[src/rtl/prop_chk_mon.sv]
// prop_chk_mon: multi-channel temporal property monitor.
// Each channel is checked against a runtime-selected mode (HIGH, LOW, IMPL, OFF)
// on every enabled clock edge. Pass, fail and vacuous events are counted, and
// the first failure is captured.
// The results of an evaluation edge are held in a stage register, so pulses
// and counters change one edge after the inputs are sampled.
// Optional feature: define PCM_VACUOUS_CNT_EN to count vacuous IMPL results.
module prop_chk_mon #(
  parameter int NCH   = 4,
  parameter int CNT_W = 16,
  parameter int DLY   = 2
) (
  input  logic                 clk,
  input  logic                 rst,
  input  logic                 clr,
  input  logic                 en,
  input  logic [1:0]           mode,
  input  logic [NCH-1:0]       ante,
  input  logic [NCH-1:0]       cons,
  output logic [NCH-1:0]       pass_pulse,
  output logic [NCH-1:0]       fail_pulse,
  output logic [NCH*CNT_W-1:0] pass_cnt,
  output logic [NCH*CNT_W-1:0] fail_cnt,
  output logic [NCH*CNT_W-1:0] vac_cnt,
  output logic [CNT_W-1:0]     cyc_cnt,
  output logic                 first_fail_vld,
  output logic [4:0]           first_fail_ch,
  output logic [CNT_W-1:0]     first_fail_cyc
);

  localparam logic [1:0] MODE_HIGH = 2'd0;
  localparam logic [1:0] MODE_LOW  = 2'd1;
  localparam logic [1:0] MODE_IMPL = 2'd2;
  localparam logic [1:0] MODE_OFF  = 2'd3;

  function automatic logic [CNT_W-1:0] sat_inc(input logic [CNT_W-1:0] v);
    return (&v) ? v : v + 1'b1;
  endfunction

  logic [1:0]       mode_q, mode_d;
  logic [NCH-1:0]   sr_q [DLY];
  logic [NCH-1:0]   sr_d [DLY];
  logic [NCH-1:0]   stg_pass_q, stg_pass_d, stg_fail_q, stg_fail_d;
  logic             stg_eval_q, stg_eval_d;
  logic [NCH-1:0]   pp_q, pp_d, fp_q, fp_d;
  logic [CNT_W-1:0] pass_q [NCH];
  logic [CNT_W-1:0] pass_d [NCH];
  logic [CNT_W-1:0] fail_q [NCH];
  logic [CNT_W-1:0] fail_d [NCH];
  logic [CNT_W-1:0] cyc_q, cyc_d;
  logic             ffv_q, ffv_d;
  logic [4:0]       ffch_q, ffch_d;
  logic [CNT_W-1:0] ffcyc_q, ffcyc_d;
  logic [4:0]       low_idx;
  logic             found;
  logic             mode_chg;
  logic             eval;
  logic [NCH-1:0]   matured;

  // A mode change only takes effect on an enabled edge, and that edge is not evaluated.
  assign mode_chg = en && (mode != mode_q);
  assign eval     = en && !mode_chg && (mode_q != MODE_OFF);
  assign matured  = sr_q[DLY-1];

  // Next-state logic: commit the staged results, then evaluate the current edge.
  always_comb begin
    mode_d     = mode_q;
    sr_d       = sr_q;
    stg_pass_d = '0;
    stg_fail_d = '0;
    stg_eval_d = 1'b0;
    pp_d       = stg_pass_q;
    fp_d       = stg_fail_q;
    pass_d     = pass_q;
    fail_d     = fail_q;
    cyc_d      = cyc_q;
    ffv_d      = ffv_q;
    ffch_d     = ffch_q;
    ffcyc_d    = ffcyc_q;
    low_idx    = '0;
    found      = 1'b0;
    for (int unsigned k = 0; k < NCH; k++) begin
      if (stg_pass_q[k]) pass_d[k] = sat_inc(pass_q[k]);
      if (stg_fail_q[k]) fail_d[k] = sat_inc(fail_q[k]);
      if (stg_fail_q[k] && !found) begin
        low_idx = k[4:0];
        found   = 1'b1;
      end
    end
    if (stg_eval_q) cyc_d = sat_inc(cyc_q);
    // cyc_q still holds the stamp of the failing edge because it increments on this same edge.
    if (found && !ffv_q) begin
      ffv_d   = 1'b1;
      ffch_d  = low_idx;
      ffcyc_d = cyc_q;
    end
    if (mode_chg) begin
      mode_d = mode;
      sr_d   = '{default: '0};
    end else if (eval) begin
      stg_eval_d = 1'b1;
      case (mode_q)
        MODE_HIGH: begin
          stg_pass_d = cons;
          stg_fail_d = ~cons;
        end
        MODE_LOW: begin
          stg_pass_d = ~cons;
          stg_fail_d = cons;
        end
        MODE_IMPL: begin
          stg_pass_d = matured & cons;
          stg_fail_d = matured & ~cons;
          for (int unsigned k = 1; k < DLY; k++) sr_d[k] = sr_q[k-1];
          sr_d[0] = ante;
        end
        default: ;
      endcase
    end
    if (clr) begin
      sr_d       = '{default: '0};
      stg_pass_d = '0;
      stg_fail_d = '0;
      stg_eval_d = 1'b0;
      pp_d       = '0;
      fp_d       = '0;
      pass_d     = '{default: '0};
      fail_d     = '{default: '0};
      cyc_d      = '0;
      ffv_d      = 1'b0;
      ffch_d     = '0;
      ffcyc_d    = '0;
    end
  end

  // State registers with synchronous reset.
  always_ff @(posedge clk) begin
    if (rst) begin
      mode_q     <= MODE_OFF;
      sr_q       <= '{default: '0};
      stg_pass_q <= '0;
      stg_fail_q <= '0;
      stg_eval_q <= 1'b0;
      pp_q       <= '0;
      fp_q       <= '0;
      pass_q     <= '{default: '0};
      fail_q     <= '{default: '0};
      cyc_q      <= '0;
      ffv_q      <= 1'b0;
      ffch_q     <= '0;
      ffcyc_q    <= '0;
    end else begin
      mode_q     <= mode_d;
      sr_q       <= sr_d;
      stg_pass_q <= stg_pass_d;
      stg_fail_q <= stg_fail_d;
      stg_eval_q <= stg_eval_d;
      pp_q       <= pp_d;
      fp_q       <= fp_d;
      pass_q     <= pass_d;
      fail_q     <= fail_d;
      cyc_q      <= cyc_d;
      ffv_q      <= ffv_d;
      ffch_q     <= ffch_d;
      ffcyc_q    <= ffcyc_d;
    end
  end

`ifdef PCM_VACUOUS_CNT_EN
  logic [NCH-1:0]   stg_vac_q, stg_vac_d;
  logic [CNT_W-1:0] vac_q [NCH];
  logic [CNT_W-1:0] vac_d [NCH];

  // Vacuous-result staging and counting; matured-0 slots in IMPL only.
  always_comb begin
    stg_vac_d = '0;
    vac_d     = vac_q;
    for (int unsigned k = 0; k < NCH; k++)
      if (stg_vac_q[k]) vac_d[k] = sat_inc(vac_q[k]);
    if (eval && (mode_q == MODE_IMPL)) stg_vac_d = ~matured;
    if (clr) begin
      stg_vac_d = '0;
      vac_d     = '{default: '0};
    end
  end

  // Vacuous-counter registers.
  always_ff @(posedge clk) begin
    if (rst) begin
      stg_vac_q <= '0;
      vac_q     <= '{default: '0};
    end else begin
      stg_vac_q <= stg_vac_d;
      vac_q     <= vac_d;
    end
  end

  // Pack the vacuous counters onto the output bus.
  always_comb begin
    vac_cnt = '0;
    for (int unsigned k = 0; k < NCH; k++) vac_cnt[k*CNT_W +: CNT_W] = vac_q[k];
  end
`else
  assign vac_cnt = '0;
`endif

  // Pack the per-channel counters onto the output buses.
  always_comb begin
    pass_cnt = '0;
    fail_cnt = '0;
    for (int unsigned k = 0; k < NCH; k++) begin
      pass_cnt[k*CNT_W +: CNT_W] = pass_q[k];
      fail_cnt[k*CNT_W +: CNT_W] = fail_q[k];
    end
  end

  assign pass_pulse     = pp_q;
  assign fail_pulse     = fp_q;
  assign cyc_cnt        = cyc_q;
  assign first_fail_vld = ffv_q;
  assign first_fail_ch  = ffch_q;
  assign first_fail_cyc = ffcyc_q;

endmodule

[config.mk]
export PLATFORM = sky130hd
export DESIGN_NAME = prop_chk_mon
export DESIGN_NICKNAME = d
export VERILOG_FILES = /design/src/rtl/prop_chk_mon.sv
export SDC_FILE = /design/constraint.sdc
export NUM_CORES = 1
export LEC_CHECK = 0
export BUFFER_PORTS_ARGS = -buffer_cell sky130_fd_sc_hd__buf_2
export CAP_MARGIN = 30
export CORE_AREA = 2 2 143 145
export CTS_CLUSTER_SIZE = 12
export DETAILED_ROUTE_END_ITERATION = 16
export DIE_AREA = 0 0 145 147
export PLACE_DENSITY = 0.76
export SKIP_LAST_GASP = 1
export SYNTH_ARGS = -nofsm -noshare
export SYNTH_HDL_FRONTEND = slang
export SYNTH_SLANG_ARGS = --single-unit
[constraint.sdc]
create_clock -name clk -period 1.9 [get_ports clk]
set_clock_uncertainty 0.2 [all_clocks]
set_input_delay 0.19 -clock clk [delete_from_list [all_inputs] [get_ports clk]]
set_output_delay 0.19 -clock clk [all_outputs]
set_load 0.02 [all_outputs]
==> metrics list, run 1 <==
- The run finished with clean final reports.
- After synthesis the netlist holds a flip-flop and latch count of 190.
- The worst-case IR drop observed on VDD is 0.6379 mV.
* Worst-path fanout max: 6
- During I/O placement, the number of pins put on the boundary was 252.
- Post-detailed-placement half-perimeter wirelength: 18,200 um
- The H-tree was split into 4 levels.
- The worst register-to-register path ends at pass_cnt[47]$_SDFFE_PP0P_.
- TritonCTS clock tree: yes
- Timing would allow up to 534.3 MHz.
- Counting stages on the worst path, the most repeated cell is or4_4.
- After detailed routing, the average wire length per cell comes to 14.90 um.
- Final global-route overflow total: 0
- The initial utilization of the core area, before any placement, comes to 0.4681.
* Pwr dens: 633.4 mW/mm^2
- Via total after detailed routing: 9,523
- Worst Setup Slack post-DPL: -0.003778 ns
- Subtracting the final worst setup slack from the clock period gives 1.871 ns.
* Number of hold violations in the final report: 0
- dfxtp_1 takes more of the synthesized area than any other cell.
- In this run the critical register-to-register path is launched from pass_cnt[37]$_SDFFE_PP0P_.
* Number of rows in the core area: 52
* Fin nets: 1,440
- Syn Inst Count: 1,121
* Arrival time worst endpoint: 2.03 ns
- Layout Area Growth over Synthesis: 31.32%
* Crit share post-route: 0.9850
- Standby leakage power: 0.004676 uW
- The number of antenna diodes in the final layout is 0.
* Hold Crit Class: input pin to flip-flop
- For this run, asynchronously set or reset flops after synthesis account for 0.
* Critical Path Sink: pass_cnt[47]$_SDFFE_PP0P_
* Wirelength, routed: 25,330 um
- Crit. path cell count: 4
* Share of cells above drive strength 1: 0.3196
* Register-to-register path setup slack: 0.03 ns
- Startpoint-to-endpoint class of the critical path: flip-flop to flip-flop
- For this run, the total global-route usage over all layers was measured as 0.2276.
- The critical path contains buffers and inverters numbering 0 combined.
- Walking the worst path, the cells encountered are nand4_4 -> or4_4 -> or4_4 -> a21oi_2.
- STA classifies the critical path endpoint as a flip-flop.
* Chip Width: 145 um
- Tracing the worst setup path back leads to its startpoint at pass_cnt[37]$_SDFFE_PP0P_.
- The synthesized design contains 0 enable-type register cells.
* Antenna violations before repair: 0
* Largest stage delay on the critical path: 0.56 ns
* Clock latency reported for the late side of the worst-skew pair: 0.42 ns
- The longest clock path from root to sink contains 2 buffers.
- Core Area: 0.01984 sq mm
- The pre-antenna-repair detailed-routing pass consisted of 5 iterations.
- For the worst setup path, the data required time is 2.06 ns.
- Max-cap check violation count: 0
- Counting distinct cell types in the post-synthesis netlist gives 54.
- Number of cells on the worst reg-to-reg path: 4
* Setup violators final: 0
* Synth Cell Area: 0.009289 sq mm
* RePlAce Congestion: 0.8927
- The clock net in this run drives a total of 190 sinks.
- The die covers 0.02132 sq mm.
* Critical path launch point type: flip-flop
- Final routed DRC violation total: 0
- Hold is met by 0.03959 ns.
- Maximum number of pins on one net before global-route repair: 32
- The final number of max-transition violations was 0.
- In this run, CTS created clock tree buffers numbering 17.
* Wire length of the first global-routing pass: 40,870 um
* Unrepaired setup endpoints after global routing: yes
* Die height: 147 um
* Via density per instance: 5.602
- Library cell contributing the largest single delay on the critical path: or4_4
- Post-layout util: 0.6147
- The Yosys step of the flow raised 0 warnings.
- Once detail routing completed, the nets flagged for antenna violations numbered 0.
- The share of synthesized area in the top cell type comes to 0.4095.
- Mean cell area of the mapped netlist: 8.286 sq um
- After clock tree synthesis, the clock-pin slew on the worst setup and hold paths is 0.07 ns.
- Worst Slack Setup Final: 0.02853 ns
- In this design, the largest share of critical-path delay is due to simple AND/OR/NAND/NOR gates.
- In this run the clock root is driven by a clkbuf_16.
- For this run, the register share of the synthesized area comes to 0.4095.
- The via count of the first global-routing pass is 8,465.
* Violation count after the first detailed-route iteration: 460
- The startpoint identified for the worst hold timing path is rst.
* Flip-flop cell with the highest count after synthesis: dfxtp_1
- Largest cells by area after synthesis: dfxtp_1, a21oi_1, buf_4, nand2_1, or3_1
- Sum Neg Setup Slack: 0 ns
- The count of buffers added on input and output ports is 184.
[synthesized netlist by cell type, types with 18 or more instances]
library cell	n
or4_1	35
nor3_1	33
buf_4	67
nand3_1	53
nor2_1	46
nand2_1	129
and4_1	18
clkbuf_1	40
inv_1	21
or3_1	53
a21oi_1	111
o31ai_1	33
nand4_1	47
o21ai_0	50
dfxtp_1	190
[power by group]
part	internal (uW)	total (uW)	switching [uW]
clock	1860	3420	1560
combinational	92.1	345	253
sequential	3960	3960	6.03
[layout by cell type, fill, tap and decap left out, drive strengths merged, types with 15 or more instances in the layout]
master    n
mux2i    15
nor3     33
nor2     46
nand3    53
o21ai    50
buf     308
nand4    48
dfxtp   190
a21oi   111
and2     15
conb     67
nand2   129
inv      26
and4     18
clkbuf   20
or3      53
nor4     20
a31oi    15
o31ai    33
or4      36
[area by class of cell]
type | count | area (sq um)
Clock inverter | 12 | 108.9
Multi-Input combinational cell | 866 | 5274
Timing Repair Buffer | 321 | 2019
Clock buffer | 20 | 446.7
Sequential cell | 190 | 3933
Inverter | 21 | 78.83
Fill cell | 1763 | 7646
Tap cell | 270 | 337.8
[metal layers]
metal	part of all wire	track usage	wire length (um)	up-vias
met3	0.065	0.05155	1656	29
met5	0	0	0	-
li1	-	-	-	4693
met2	0.47	0.3719	12000	283
met4	0.015	0.06386	389	0
met1	0.45	0.3039	11280	4518
[through the flow]
step / instance area, sq um / instances / power [uW]
floorplan: 9703 / 1187 / 4386
detailed placement: 11190 / 1645 / 4373
CTS: 11880 / 1690 / 7799
finish: 12200 / 1700 / 7726
global placement: 11190 / 1645 / 4371
global route: 12200 / 1700 / 8007
[how the worst min path moves through the flow]
stage | end | slack, ns | depth (start not counted)
after floorplan | mode_q[0]$_SDFFE_PP1P_ | 0.11 | 1
after global placement | first_fail_ch[0]$_SDFFE_PP0P_ | 0.24 | 2
after detailed placement | first_fail_ch[0]$_SDFFE_PP0P_ | 0.24 | 2
after CTS | pass_cnt[57]$_SDFFE_PP0P_ | 0.02 | 3
after global routing | pass_cnt[57]$_SDFFE_PP0P_ | 0.04 | 3
final | pass_cnt[32]$_SDFFE_PP0P_ | 0.04 | 3
[state kept, by name, indices dropped and copies added, names as in the netlist]
signal and cells:
first_fail_ch 2, first_fail_cyc 16, pass_cnt 64, stg_fail_q 4, cyc_cnt 16, fail_pulse 4
matured 4, fail_cnt 64, pass_pulse 4, stg_pass_q 4, mode_q 2, first_fail_vld 1
sr_q 4, stg_eval_q 1
[logic make-up after synthesis]
logic type / share of synthesized area
compound gates: 0.1785
simple gates: 0.2908
mux: 0.01616
xor+xnor: 0.01226
buf+inv: 0.08028
flops: 0.4095
fa+ha+maj: 0.01212
other cells: 0.0004037
[what timing repair did]
action / CTS / global route
setup buffers: 0 / 10
setup endpoints to repair: 3 / 78
pin swaps: 2 / 16
endpoints found under the hold margin: 18 / 0
gates resized for setup: 2 / 52
hold buffers: 13 / 0
[tightest hold or removal path: stages]
cell and delay (ns):
buf_2 0.22, or3_1 0.15, mux2i_1 0.06
No activity file was read; power rests on OpenSTA's default activity.
==> run 2, diff against run 1 <==
- ABC_AREA: unset -> 1
- CORE_AREA: 2 2 143 145 -> 5 5 151 153
- DIE_AREA: 0 0 145 147 -> 0 0 156 158
==> metrics list, run 2 <==
- The run finished with clean final reports.
- Setup repair after global routing could not meet its margin everywhere.
* Core Area: 0.02142 sq mm (+7.9%)
- The DRC marker count from the first detailed-route iteration came to 655 (+42%).
- The buffering stage count on the worst path with inverters included was 1 (+1).
- Placed cell areas: 0.01120 sq mm (about the same)
- Origin of the worst min-delay path: mode[0]
* Number of global-route vias before repair: 8,938 (+5.6%)
- GR Util All Layers: 0.1986 (-0.02895)
* FF-to-FF Start: fail_cnt[49]$_SDFFE_PP0P_
- The number of CTS-inserted buffers is 17 (unchanged).
* Synth Cell Area: 0.01020 sq mm (+9.8%)
* Wirelength, routed: 25,550 um (+0.90%)
* Critical path cell sequence: ha_1 -> inv_1 -> nor2_2 -> nand2_1 -> nor2_2 -> nor2_1 -> nor2_1 -> nor2_1
- Most frequent cell after synthesis: nor2_1
- In this run the critical register-to-register path is captured at fail_cnt[49]$_SDFFE_PP0P_.
- First drt pass iteration count: 5 (unchanged)
* Clock root cell: clkbuf_16
- The total power after layout was 7655 uW (-0.93%).
* Hold slack final: 0.1480 ns (+0.1084 ns)
- The path with the worst hold slack has its endpoint at sr_q[4]$_SDFFE_PP0P_.
- Via density per instance: 4.933 (-12%)
- The pin count of the biggest net entering global routing was 84 (+160%).
* Chip Width: 156 um (+7.6%)
- Most common cell after layout, fill and taps aside: nor2_1
- Hold Crit Class: input pin to flip-flop
* Routed length per placed instance: 12.40 um (-17%)
* Fmax: 564.8 MHz (+5.7%)
* Cell seen most often among critical-path stages: nor2_1
* Remaining antenna violation count: 0 (unchanged)
* Register-to-register path setup slack: 0.13 ns (+0.10 ns)
- Design area: 0.01194 sq mm (-2.1%)
- Hold Crit Depth: 6 (+3)
- Fill cell instance count of the final layout: 2,094 (+19%)
* Largest stage delay on the critical path: 0.40 ns (-0.16 ns)
- Post-layout util: 0.5576 (-0.05709)
- The clock insertion delay at the later pin of the skew report came to 0.43 ns (about the same).
- For this run, the leading register cell type out of synthesis is dfxtp_1.
- Longest Clk Path Bufs: 2 (unchanged)
- The largest driver fanout on the critical path is 4 (-2).
* Clock Pin Slew Worst Setup and Hold Paths: 0.07 ns (about the same)
- Final Critical Period: 1.771 ns (-0.1010 ns)
* Number of cells on the worst reg-to-reg path: 8 (+4)
- Share of cells above drive strength 1: 0.1738 (-0.1458)
- The number of clock sinks is 190 (unchanged).
- Leading area contributor after synthesis: dfxtp_1
- Total of warnings raised by yosys: 0 (unchanged)
- The area share of the largest cell type after synthesis was 0.3730 (-0.03652).
- The instance count of the mapped netlist was 1,559 (+39%).
- The distinct cell type count after synthesis is 37 (-31%).
* Share of synthesized area occupied by flip-flops and latches: 0.3730 (-0.03652)
- Die height: 158 um (+7.5%)
- Post-detailed-placement half-perimeter wirelength: 18,740 um (+3.0%)
* Final global-route overflow total: 0 (unchanged)
* Slew Viols, Final: 0 (unchanged)
- Startpoint-to-endpoint class of the critical path: flip-flop to flip-flop
* Buffers inserted during post-CTS setup optimization: 0 (unchanged)
- The worst setup path is captured at a flip-flop.
- The number of setup violations in the final report is 0 (unchanged).
- Max-cap check violation count: 0 (unchanged)
- Pwr dens: 640.9 mW/mm^2 (+1.2%)
* List of most frequent post-synthesis cells: nor2_1, nand2_1, dfxtp_1
- Via total after detailed routing: 10,162 (+6.7%)
- Wire length of the first global-routing pass: 41,210 um (+0.83%)
- Library cell contributing the largest single delay on the critical path: dfxtp_1
* I/O pin count: 252 (unchanged)
- Critical path launch point type: flip-flop
- The static power due to leakage is 0.005125 uW (+9.6%).
- Number of rows in the core area: 54 (+3.8%)
* Fin nets: 1,789 (+24%)
- Share of flip-flops with an asynchronous set or reset after synthesis: 0 (unchanged)
* Most frequent cells in the layout: nor2_1, nand2_1, buf_2
* Endpoint required time on the critical path: 2.02 ns (-0.04 ns)
* Number of hold violations in the final report: 0 (unchanged)
- Antenna violations before repair: 2 (+2)
- The full die area is 0.02465 sq mm (+16%).
* Mean cell area of the mapped netlist: 6.542 sq um (-21%)
* Layout Area Growth over Synthesis: 17.10%
* Number of enable flip-flop cells after synthesis: 0 (unchanged)
* RePlAce Congestion: 0.8697 (-2.6%)
- Final routed DRC violation total: 0 (unchanged)
* Crit share post-route: 0.9319 (-0.05313)
- PortBufs: 184 (unchanged)
* Largest cells by area after synthesis: dfxtp_1, nor2_1, nand2_1, nand3_1, buf_4
- H-tree lvl count: 4 (unchanged)
- TritonCTS clock tree: yes
- Arrival time worst endpoint: 1.89 ns (-0.14 ns)
- Kind of cell adding the most delay to the critical path: simple AND/OR/NAND/NOR gates
- The starting density of the core is 0.4762 (+0.008070).
- The post-synthesis sequential element count is 190 (unchanged).
* Max rail drop VDD: 0.5208 mV (-18%)
## run 2: cell families (layout without fill, tap and decap cells)
group           count (synthesis)  count (layout)  share of synthesized area
fa+ha+maj                       9               9                    0.01104
buf+inv                       222             373                     0.1159
other cells                     1              69                  0.0003677
simple gates                  981             983                     0.4175
flops                         190             190                     0.3730
compound gates                148             148                    0.07459
xor+xnor                        8               8                   0.007607
## run 2: tightest hold or removal path: cells and delay by family
kind,cells,cell delay [ns]
and+or+nand+nor,3,0.20
buffers and inverters,1,0.13
AOI/OAI and AO/OA,1,0.13
xor gates and xnor gates,1,0.07
## run 2: where the power goes
group	internal, uW	leakage (uW)	switching [uW]
registers	3990	0.00153	5.56
clock network	1740	0.000257	1530
logic	105	0.00333	284
## run 2: per-layer routing
layer  track usage  wire (um)  share of wire
met1        0.2550      11390           0.45
met5             0          0              0
met4       0.06128        397          0.016
met2        0.3361      12250           0.48
met3       0.04155       1513          0.059
## run 2: layout make-up
cell class                 instances  area (sq um)  share of cell area
antenna                            2         5.005           0.0004191
clock buffer                      22         464.2             0.03887
clock inverter                     9         61.31            0.005134
inverter                         119         449.2             0.03761
multi-input combinational       1215          5527              0.4628
sequential                       190          3812              0.3192
tap                              280         350.3             0.02933
timing repair buffer             223          1274              0.1067
## run 2: worst max path at each step
stage / startpoint / end / depth (start not counted)
2_1_floorplan: pass_cnt[48]$_SDFFE_PP0P_ / pass_cnt[61]$_SDFFE_PP0P_ / 7
3_3_place_gp: pass_cnt[0]$_SDFFE_PP0P_ / pass_cnt[15]$_SDFFE_PP0P_ / 6
3_5_place_dp: pass_cnt[0]$_SDFFE_PP0P_ / pass_cnt[3]$_SDFFE_PP0P_ / 6
4_1_cts: pass_cnt[16]$_SDFFE_PP0P_ / pass_cnt[16]$_SDFFE_PP0P_ / 10
5_1_grt: fail_cnt[17]$_SDFFE_PP0P_ / fail_cnt[29]$_SDFFE_PP0P_ / 10
6_report: fail_cnt[49]$_SDFFE_PP0P_ / fail_cnt[49]$_SDFFE_PP0P_ / 8
## run 2: stage by stage
stage / setup slack [ns] / TNS [ns] / std cells
after floorplan: 0.1167 / 0 / 1625
after CTS: 0.1065 / 0 / 2056
after detailed placement: 0.1132 / 0 / 2011
after global routing: -0.02987 / -0.02987 / 2060
after global placement: 0.1799 / 0 / 2011
final: 0.1295 / 0 / 2060
## run 2: timing repair
item / CTS / global route
hold endpoints to repair: 16 / 0
gates resized for setup: 0 / 14
hold buffers: 14 / 0
endpoints found under the setup margin: 0 / 38
